<file path="config.mk">
export PLATFORM = sky130hd
export DESIGN_NAME = mem_stage
export DESIGN_NICKNAME = d
export VERILOG_FILES = /design/src/rtl/pipeline_pkg.sv /design/src/rtl/mem_align.sv /design/src/rtl/mem_stage.sv
export SDC_FILE = /design/constraint.sdc
export NUM_CORES = 1
export LEC_CHECK = 0
export CAP_MARGIN = 20
export CORE_ASPECT_RATIO = 0.75
export CORE_MARGIN = 1.5
export CORE_UTILIZATION = 50
export DETAILED_ROUTE_END_ITERATION = 10
export GPL_ROUTABILITY_DRIVEN = 0
export PLACE_DENSITY_LB_ADDON = 0.15
export RECOVER_POWER = 25
export SLEW_MARGIN = 10
export SYNTH_ARGS = -nofsm -noshare
export SYNTH_HDL_FRONTEND = slang
export SYNTH_SLANG_ARGS = --single-unit
</file>
<file path="constraint.sdc">
create_clock -name clk -period 8.8 [get_ports clk]
set_input_delay 2.2 -clock clk [delete_from_list [all_inputs] [get_ports clk]]
set_output_delay 2.2 -clock clk [all_outputs]
set_load 0.02 [all_outputs]
</file>
<file path="src/rtl/pipeline_pkg.sv">
// Shared definitions for the pipeline: bus widths, EXE->MEM / MEM->WB field
// offsets, mem_size (funct3) encodings and the memory-stage FSM encoding.
package pipeline_pkg;

  localparam int EXE_MEM_W = 110;
  localparam int MEM_WB_W  = 73;

  // EXE->MEM bus field LSB positions
  localparam int EM_PC_LSB    = 0;
  localparam int EM_WBSEL_LSB = 32;
  localparam int EM_RE_BIT    = 35;
  localparam int EM_WE_BIT    = 36;
  localparam int EM_RDWEN_BIT = 37;
  localparam int EM_RD_LSB    = 38;
  localparam int EM_SIZE_LSB  = 43;
  localparam int EM_SDATA_LSB = 46;
  localparam int EM_ALU_LSB   = 78;

  // MEM->WB bus field LSB positions
  localparam int MW_PC_LSB     = 0;
  localparam int MW_WBSEL_LSB  = 32;
  localparam int MW_RDWEN_BIT  = 35;
  localparam int MW_RD_LSB     = 36;
  localparam int MW_WBDATA_LSB = 41;

  localparam logic [2:0] SIZE_B  = 3'b000;
  localparam logic [2:0] SIZE_H  = 3'b001;
  localparam logic [2:0] SIZE_W  = 3'b010;
  localparam logic [2:0] SIZE_BU = 3'b100;
  localparam logic [2:0] SIZE_HU = 3'b101;

  typedef enum logic [1:0] {
    ST_IDLE = 2'b00,
    ST_REQ  = 2'b01,
    ST_WAIT = 2'b10
  } mem_state_e;

  // Legal size code for the access direction and naturally aligned address
  function automatic logic access_ok(input logic [2:0] size,
                                     input logic [1:0] addr_lo,
                                     input logic       is_store);
    logic ok;
    ok = 1'b0;
    case (size)
      SIZE_B:  ok = 1'b1;
      SIZE_H:  ok = (addr_lo[0] == 1'b0);
      SIZE_W:  ok = (addr_lo == 2'b00);
      SIZE_BU: ok = !is_store;
      SIZE_HU: ok = !is_store && (addr_lo[0] == 1'b0);
      default: ok = 1'b0;
    endcase
    return ok;
  endfunction

endpackage

</file>
<file path="src/rtl/mem_align.sv">
// Combinational byte-lane logic: store data/strobe placement and load
// extraction with sign or zero extension.
module mem_align
  import pipeline_pkg::*;
(
  input  logic [1:0]  addr_lo,
  input  logic [2:0]  mem_size,
  input  logic [31:0] store_data,
  input  logic [31:0] rdata,
  output logic [3:0]  wstrb,
  output logic [31:0] wdata,
  output logic [31:0] load_data
);

  logic [7:0]  byte_s;
  logic [15:0] half_s;

  // Store strobes and lane-replicated write data
  always_comb begin
    wstrb = 4'b0000;
    wdata = 32'h0000_0000;
    case (mem_size)
      SIZE_B: begin
        wstrb = 4'b0001 << addr_lo;
        wdata = {4{store_data[7:0]}};
      end
      SIZE_H: begin
        wstrb = 4'b0011 << addr_lo;
        wdata = {2{store_data[15:0]}};
      end
      SIZE_W: begin
        wstrb = 4'b1111;
        wdata = store_data;
      end
      default: begin
        wstrb = 4'b0000;
        wdata = 32'h0000_0000;
      end
    endcase
  end

  // Load lane selection and extension
  always_comb begin
    byte_s    = 8'h00;
    half_s    = 16'h0000;
    load_data = 32'h0000_0000;
    case (addr_lo)
      2'b00:   byte_s = rdata[7:0];
      2'b01:   byte_s = rdata[15:8];
      2'b10:   byte_s = rdata[23:16];
      2'b11:   byte_s = rdata[31:24];
      default: byte_s = 8'h00;
    endcase
    if (addr_lo[1]) begin
      half_s = rdata[31:16];
    end else begin
      half_s = rdata[15:0];
    end
    case (mem_size)
      SIZE_B:  load_data = {{24{byte_s[7]}}, byte_s};
      SIZE_H:  load_data = {{16{half_s[15]}}, half_s};
      SIZE_W:  load_data = rdata;
      SIZE_BU: load_data = {24'h00_0000, byte_s};
      SIZE_HU: load_data = {16'h0000, half_s};
      default: load_data = rdata;
    endcase
  end

endmodule

</file>
<file path="src/rtl/mem_stage.sv">
// Memory-access pipeline stage: registers the EXE->MEM bus, runs loads/stores
// over a req/gnt/rvalid port, and produces the MEM->WB bus.
module mem_stage
  import pipeline_pkg::*;
#(
  parameter int BUS_IN_W  = EXE_MEM_W,
  parameter int BUS_OUT_W = MEM_WB_W
) (
  input  logic                 clk,
  input  logic                 rst,
  input  logic                 in_valid,
  input  logic [BUS_IN_W-1:0]  exe_mem_bus_in,
  output logic                 stall_out,
  output logic                 dmem_req,
  output logic                 dmem_we,
  output logic [31:0]          dmem_addr,
  output logic [3:0]           dmem_wstrb,
  output logic [31:0]          dmem_wdata,
  input  logic                 dmem_gnt,
  input  logic                 dmem_rvalid,
  input  logic [31:0]          dmem_rdata,
  output logic                 mem_wb_valid,
  output logic [BUS_OUT_W-1:0] mem_wb_bus_out,
  output logic                 misalign_err
);

  logic                valid_r;
  logic [BUS_IN_W-1:0] bus_r;
  mem_state_e          state_r;
  mem_state_e          state_s;

  logic [31:0] alu_s;
  logic [31:0] sdata_s;
  logic [2:0]  size_s;
  logic [4:0]  rd_s;
  logic        rd_wen_s;
  logic        mem_we_s;
  logic        mem_re_s;
  logic [2:0]  wb_sel_s;
  logic [31:0] pc_s;

  logic        mem_op_s;
  logic        misalign_s;
  logic        go_s;
  logic        req_s;
  logic        stall_s;
  logic        wb_valid_s;
  logic [3:0]  strb_s;
  logic [31:0] wdata_s;
  logic [31:0] load_s;
  logic [31:0] wb_data_s;

  assign alu_s    = bus_r[EM_ALU_LSB +: 32];
  assign sdata_s  = bus_r[EM_SDATA_LSB +: 32];
  assign size_s   = bus_r[EM_SIZE_LSB +: 3];
  assign rd_s     = bus_r[EM_RD_LSB +: 5];
  assign rd_wen_s = bus_r[EM_RDWEN_BIT];
  assign mem_we_s = bus_r[EM_WE_BIT];
  assign mem_re_s = bus_r[EM_RE_BIT];
  assign wb_sel_s = bus_r[EM_WBSEL_LSB +: 3];
  assign pc_s     = bus_r[EM_PC_LSB +: 32];

  assign mem_op_s   = valid_r && (mem_we_s || mem_re_s);
  assign misalign_s = mem_op_s &&
                      ((mem_we_s && mem_re_s) || !access_ok(size_s, alu_s[1:0], mem_we_s));
  assign go_s       = mem_op_s && !misalign_s;

  mem_align u_align (
    .addr_lo    (alu_s[1:0]),
    .mem_size   (size_s),
    .store_data (sdata_s),
    .rdata      (dmem_rdata),
    .wstrb      (strb_s),
    .wdata      (wdata_s),
    .load_data  (load_s)
  );

  // Stage register: captures the upstream bus whenever not stalled
  always_ff @(posedge clk or posedge rst) begin
    if (rst) begin
      valid_r <= 1'b0;
      bus_r   <= '0;
    end else if (!stall_s) begin
      valid_r <= in_valid;
      bus_r   <= exe_mem_bus_in;
    end else begin
      valid_r <= valid_r;
      bus_r   <= bus_r;
    end
  end

  // FSM state register
  always_ff @(posedge clk or posedge rst) begin
    if (rst) begin
      state_r <= ST_IDLE;
    end else begin
      state_r <= state_s;
    end
  end

  // Next state, request, stall and write-back valid
  always_comb begin
    state_s    = state_r;
    req_s      = 1'b0;
    stall_s    = 1'b0;
    wb_valid_s = 1'b0;
    case (state_r)
      ST_IDLE: begin
        // A fresh aligned op issues its request in the capture cycle itself
        if (go_s) begin
          req_s   = 1'b1;
          stall_s = 1'b1;
          state_s = dmem_gnt ? ST_WAIT : ST_REQ;
        end else begin
          wb_valid_s = valid_r;
          state_s    = ST_IDLE;
        end
      end
      ST_REQ: begin
        req_s   = 1'b1;
        stall_s = 1'b1;
        if (dmem_gnt) begin
          state_s = ST_WAIT;
        end else begin
          state_s = ST_REQ;
        end
      end
      ST_WAIT: begin
        if (dmem_rvalid) begin
          wb_valid_s = 1'b1;
          stall_s    = 1'b0;
          state_s    = ST_IDLE;
        end else begin
          stall_s = 1'b1;
          state_s = ST_WAIT;
        end
      end
      default: begin
        state_s = ST_IDLE;
      end
    endcase
  end

  assign wb_data_s = (mem_re_s && !mem_we_s && !misalign_s) ? load_s : alu_s;

  assign stall_out    = stall_s;
  assign dmem_req     = req_s;
  assign dmem_we      = req_s && mem_we_s;
  assign dmem_addr    = req_s ? {alu_s[31:2], 2'b00} : 32'h0000_0000;
  assign dmem_wstrb   = (req_s && mem_we_s) ? strb_s : 4'b0000;
  assign dmem_wdata   = (req_s && mem_we_s) ? wdata_s : 32'h0000_0000;
  assign mem_wb_valid = wb_valid_s;
  assign misalign_err = misalign_s;
  assign mem_wb_bus_out = {wb_data_s, rd_s, rd_wen_s && !misalign_s, wb_sel_s, pc_s};

endmodule

</file>
==> impl_metrics.toml <==
[outcome]
status = "finished with violations"
violations = "max-capacitance violations, max-slew violations"

[cells_and_area]
final_nets = 1267
multi_input_area_um2 = 4890
postLayoutCellArea_um2 = 11700
area_growth_pct = 37.1
num-fill-cells = 1336
final_layout_size_suffix_gt1_share_pct = 12.2
seqCellArea_um2 = 2830

[floorplan]
fp-row-count = 41
ioPinCount = 293
dieArea_um2 = 17800
coreArea_um2 = 16700
die_h_um = 116
initial_utilization_pct = 50.9
die_x_um = 154

[clocking]
clockRootBuffer = "clkbuf_16"
cts_hold_buf = 0
post_cts_resized = 0
cts_buffers = 17
clkTransAtPathRegs_ns = 0.06
cts_max_path_buffers = 2
htree_num_levels = 4
clock_sinks = 113
cts_tree = "built"
clock_latency_ns = 0.42
cts_setup_buffers = 0

[setup_path]
cp-end-kind = "output pin"
worst-setup-path-type = "in2out"
cp.arrival_ns = 4.97
worstPathCellList = "clkdlybuf4s50_1, mux4_2, nor3b_1, a221oi_1, o21ai_0, clkdlybuf4s50_1"
critPathMaxFanout = 7
crit_required_ns = 6.60
crit_top_cell = "clkdlybuf4s50_1"
cp-start-kind = "input port"
slowest_stage = "nor3b_1"
cp_slowest_stage_delay_ns = 0.90

[place]
hpwlAfterDp_um = 19200
dpl-instance-area_um2 = 11000
io_buffer_count = 290

[synth]
synth-edff-count = 0
ys_warn_count = 0
synthArstFlopShare_pct = 100
synth.most_common_cell = "dfrtp_1"
ys_seq_area_share_pct = 33.2
yosysTopAreaCell = "dfrtp_1"
ys_ff_latch = 113
syn_inst = 946
syn_area_um2 = 8510
syn_avg_cell_area_um2 = 9.00
ys_top_cells_by_area = "dfrtp_1 33%, o221ai_1 11%, mux2i_1 7.4%, o221a_2 7.4%, a21oi_1 4.7%"
yosys-top-cells-count = "113 x dfrtp_1, 104 x o221ai_1, 80 x a21oi_1"
yosysTopAreaCellShare_pct = 33.2
synth_cell_types = 51
ys.flop_type = "dfrtp_1"

[global_routing]
antenna_found_initial = 1
grt_pass1_wl_um = 46800
grt_util_all_layers_pct = 33.3
globalRouteOverflowTotal = 0
grt_max_degree = 85
first_global_vias = 8191

[routing]
avgRoutedWirePerCell_um = 22.6
drt.antenna.violating_nets = 0
drt_iter0_markers = 1146
vias_per_cell = 6.78
wirelength_um = 30500
dr.pass1.iters = 5
vias = 9148
drc = 0

[power]
ir_worst_vdd_mv = 0.242
p_leak_nw = 4.14
power_density_nw_per_um2 = 418

[timing]
tightestPinTransition_ns = 3.30
fin_crit_sh_pct = 81.4
slew_violations = 120
setup_viol = 0
fmax_mhz = 140
hold_viol_final = 0
setup_tns_ns = 0
layout_min_cycle_time_ns = 7.17
rsz0062_at_grt = "no"
slew_headroom_pct = -121
fin_skew_ns = 0.00998

[min_path]
hold_class = "reg2reg"

[run]
cap_violations = 2
layout make-up:
type	count	area share, %
antenna	2	0.0429
tap	215	2.31
clock buffer	19	3.80
timing repair buffer	306	26.3
multi-input combinational	673	41.9
clock inverter	13	1.12
sequential	113	24.3
inverter	9	0.300
per-layer routing:
| metal | track usage [%] | up-vias | part of all wire [%] |
|---|---|---|---|
| li1 | - | 4087 | - |
| met1 | 47.8 | 4489 | 44 |
| met2 | 49.2 | 524 | 44 |
| met3 | 8.49 | 48 | 9.6 |
| met4 | 10.4 | 0 | 2.2 |
| met5 | 0 | - | 0 |
power breakdown:
part           leakage (nW)  switching, mW  internal [mW]  total (mW)
clock                 0.267          0.278          0.400       0.678
sequential             1.30          0.363          0.798        1.16
combinational          2.58           1.65           1.38        3.04
state kept, by name, indices dropped and copies added (netlist names):
register,flops
valid_r,1
bus_r,110
state_r,2
worst paths after layout:
check	from	endpoint	slack, ns	cells past startpoint
worst max register to register	bus_r[79]$_DFFE_PP0N_	bus_r[37]$_DFFE_PP0N_	5.50	5
max in group asynchronous	rst	state_r[1]$_DFF_PP0_	3.82	3
worst min-delay path	bus_r[19]$_DFFE_PP0N_	bus_r[19]$_DFFE_PP0N_	0.58	1
worst min register to register	bus_r[19]$_DFFE_PP0N_	bus_r[19]$_DFFE_PP0N_	0.58	1
worst max-delay path	dmem_rdata[23]	mem_wb_bus_out[55]	1.63	6
min in group asynchronous	rst	bus_r[9]$_DFFE_PP0N_	3.18	2
stage by stage:
step,hold slack [ns],worst slack [ns],power (mW),utilization (%),cells
2_1_floorplan,0.533,3.12,3.19,-,947
3_3_place_gp,0.553,1.82,4.08,65.9,1313
3_5_place_dp,0.559,1.80,4.14,65.9,1313
4_1_cts,0.579,1.79,4.83,69.4,1345
5_1_grt,0.593,1.62,5.15,69.7,1348
6_report,0.576,1.63,4.87,69.8,1350
cell usage in the layout (no fill, tap or decap), types with 4 or more instances in the layout:
| cell type | n |
|---|---|
| o21ai_0 | 60 |
| nor2_1 | 32 |
| dfrtp_1 | 110 |
| nand3_1 | 4 |
| a2bb2oi_1 | 32 |
| o221a_2 | 56 |
| nand2_1 | 59 |
| clkdlybuf4s50_1 | 287 |
| a22o_1 | 8 |
| inv_1 | 7 |
| clkinvlp_4 | 4 |
| mux2_2 | 13 |
| o221ai_1 | 104 |
| mux2i_1 | 63 |
| o22ai_1 | 56 |
| clkinv_4 | 5 |
| nor2b_1 | 14 |
| a21oi_1 | 80 |
| a221oi_1 | 7 |
| nand2b_1 | 4 |
| and2_1 | 9 |
| buf_4 | 12 |
| o21ai_1 | 5 |
| clkbuf_16 | 17 |
| and3_1 | 30 |
critical path, delay by kind of cell:
family | cells | cell delay (ns)
AOI/OAI and AO/OA | 2 | 0.38
buffers and inverters | 2 | 1.21
muxes | 1 | 0.28
and+or+nand+nor | 1 | 0.90
cell families after synthesis:
kind of cell	after synthesis	share of synthesized area (%)
and+or+nand+nor	162	9.25
AOI/OAI and AO/OA	432	38.4
DFF	113	33.2
buffers and inverters	161	9.66
other	1	0.0441
muxes	77	9.39
No activity file was read; power rests on OpenSTA's default activity.
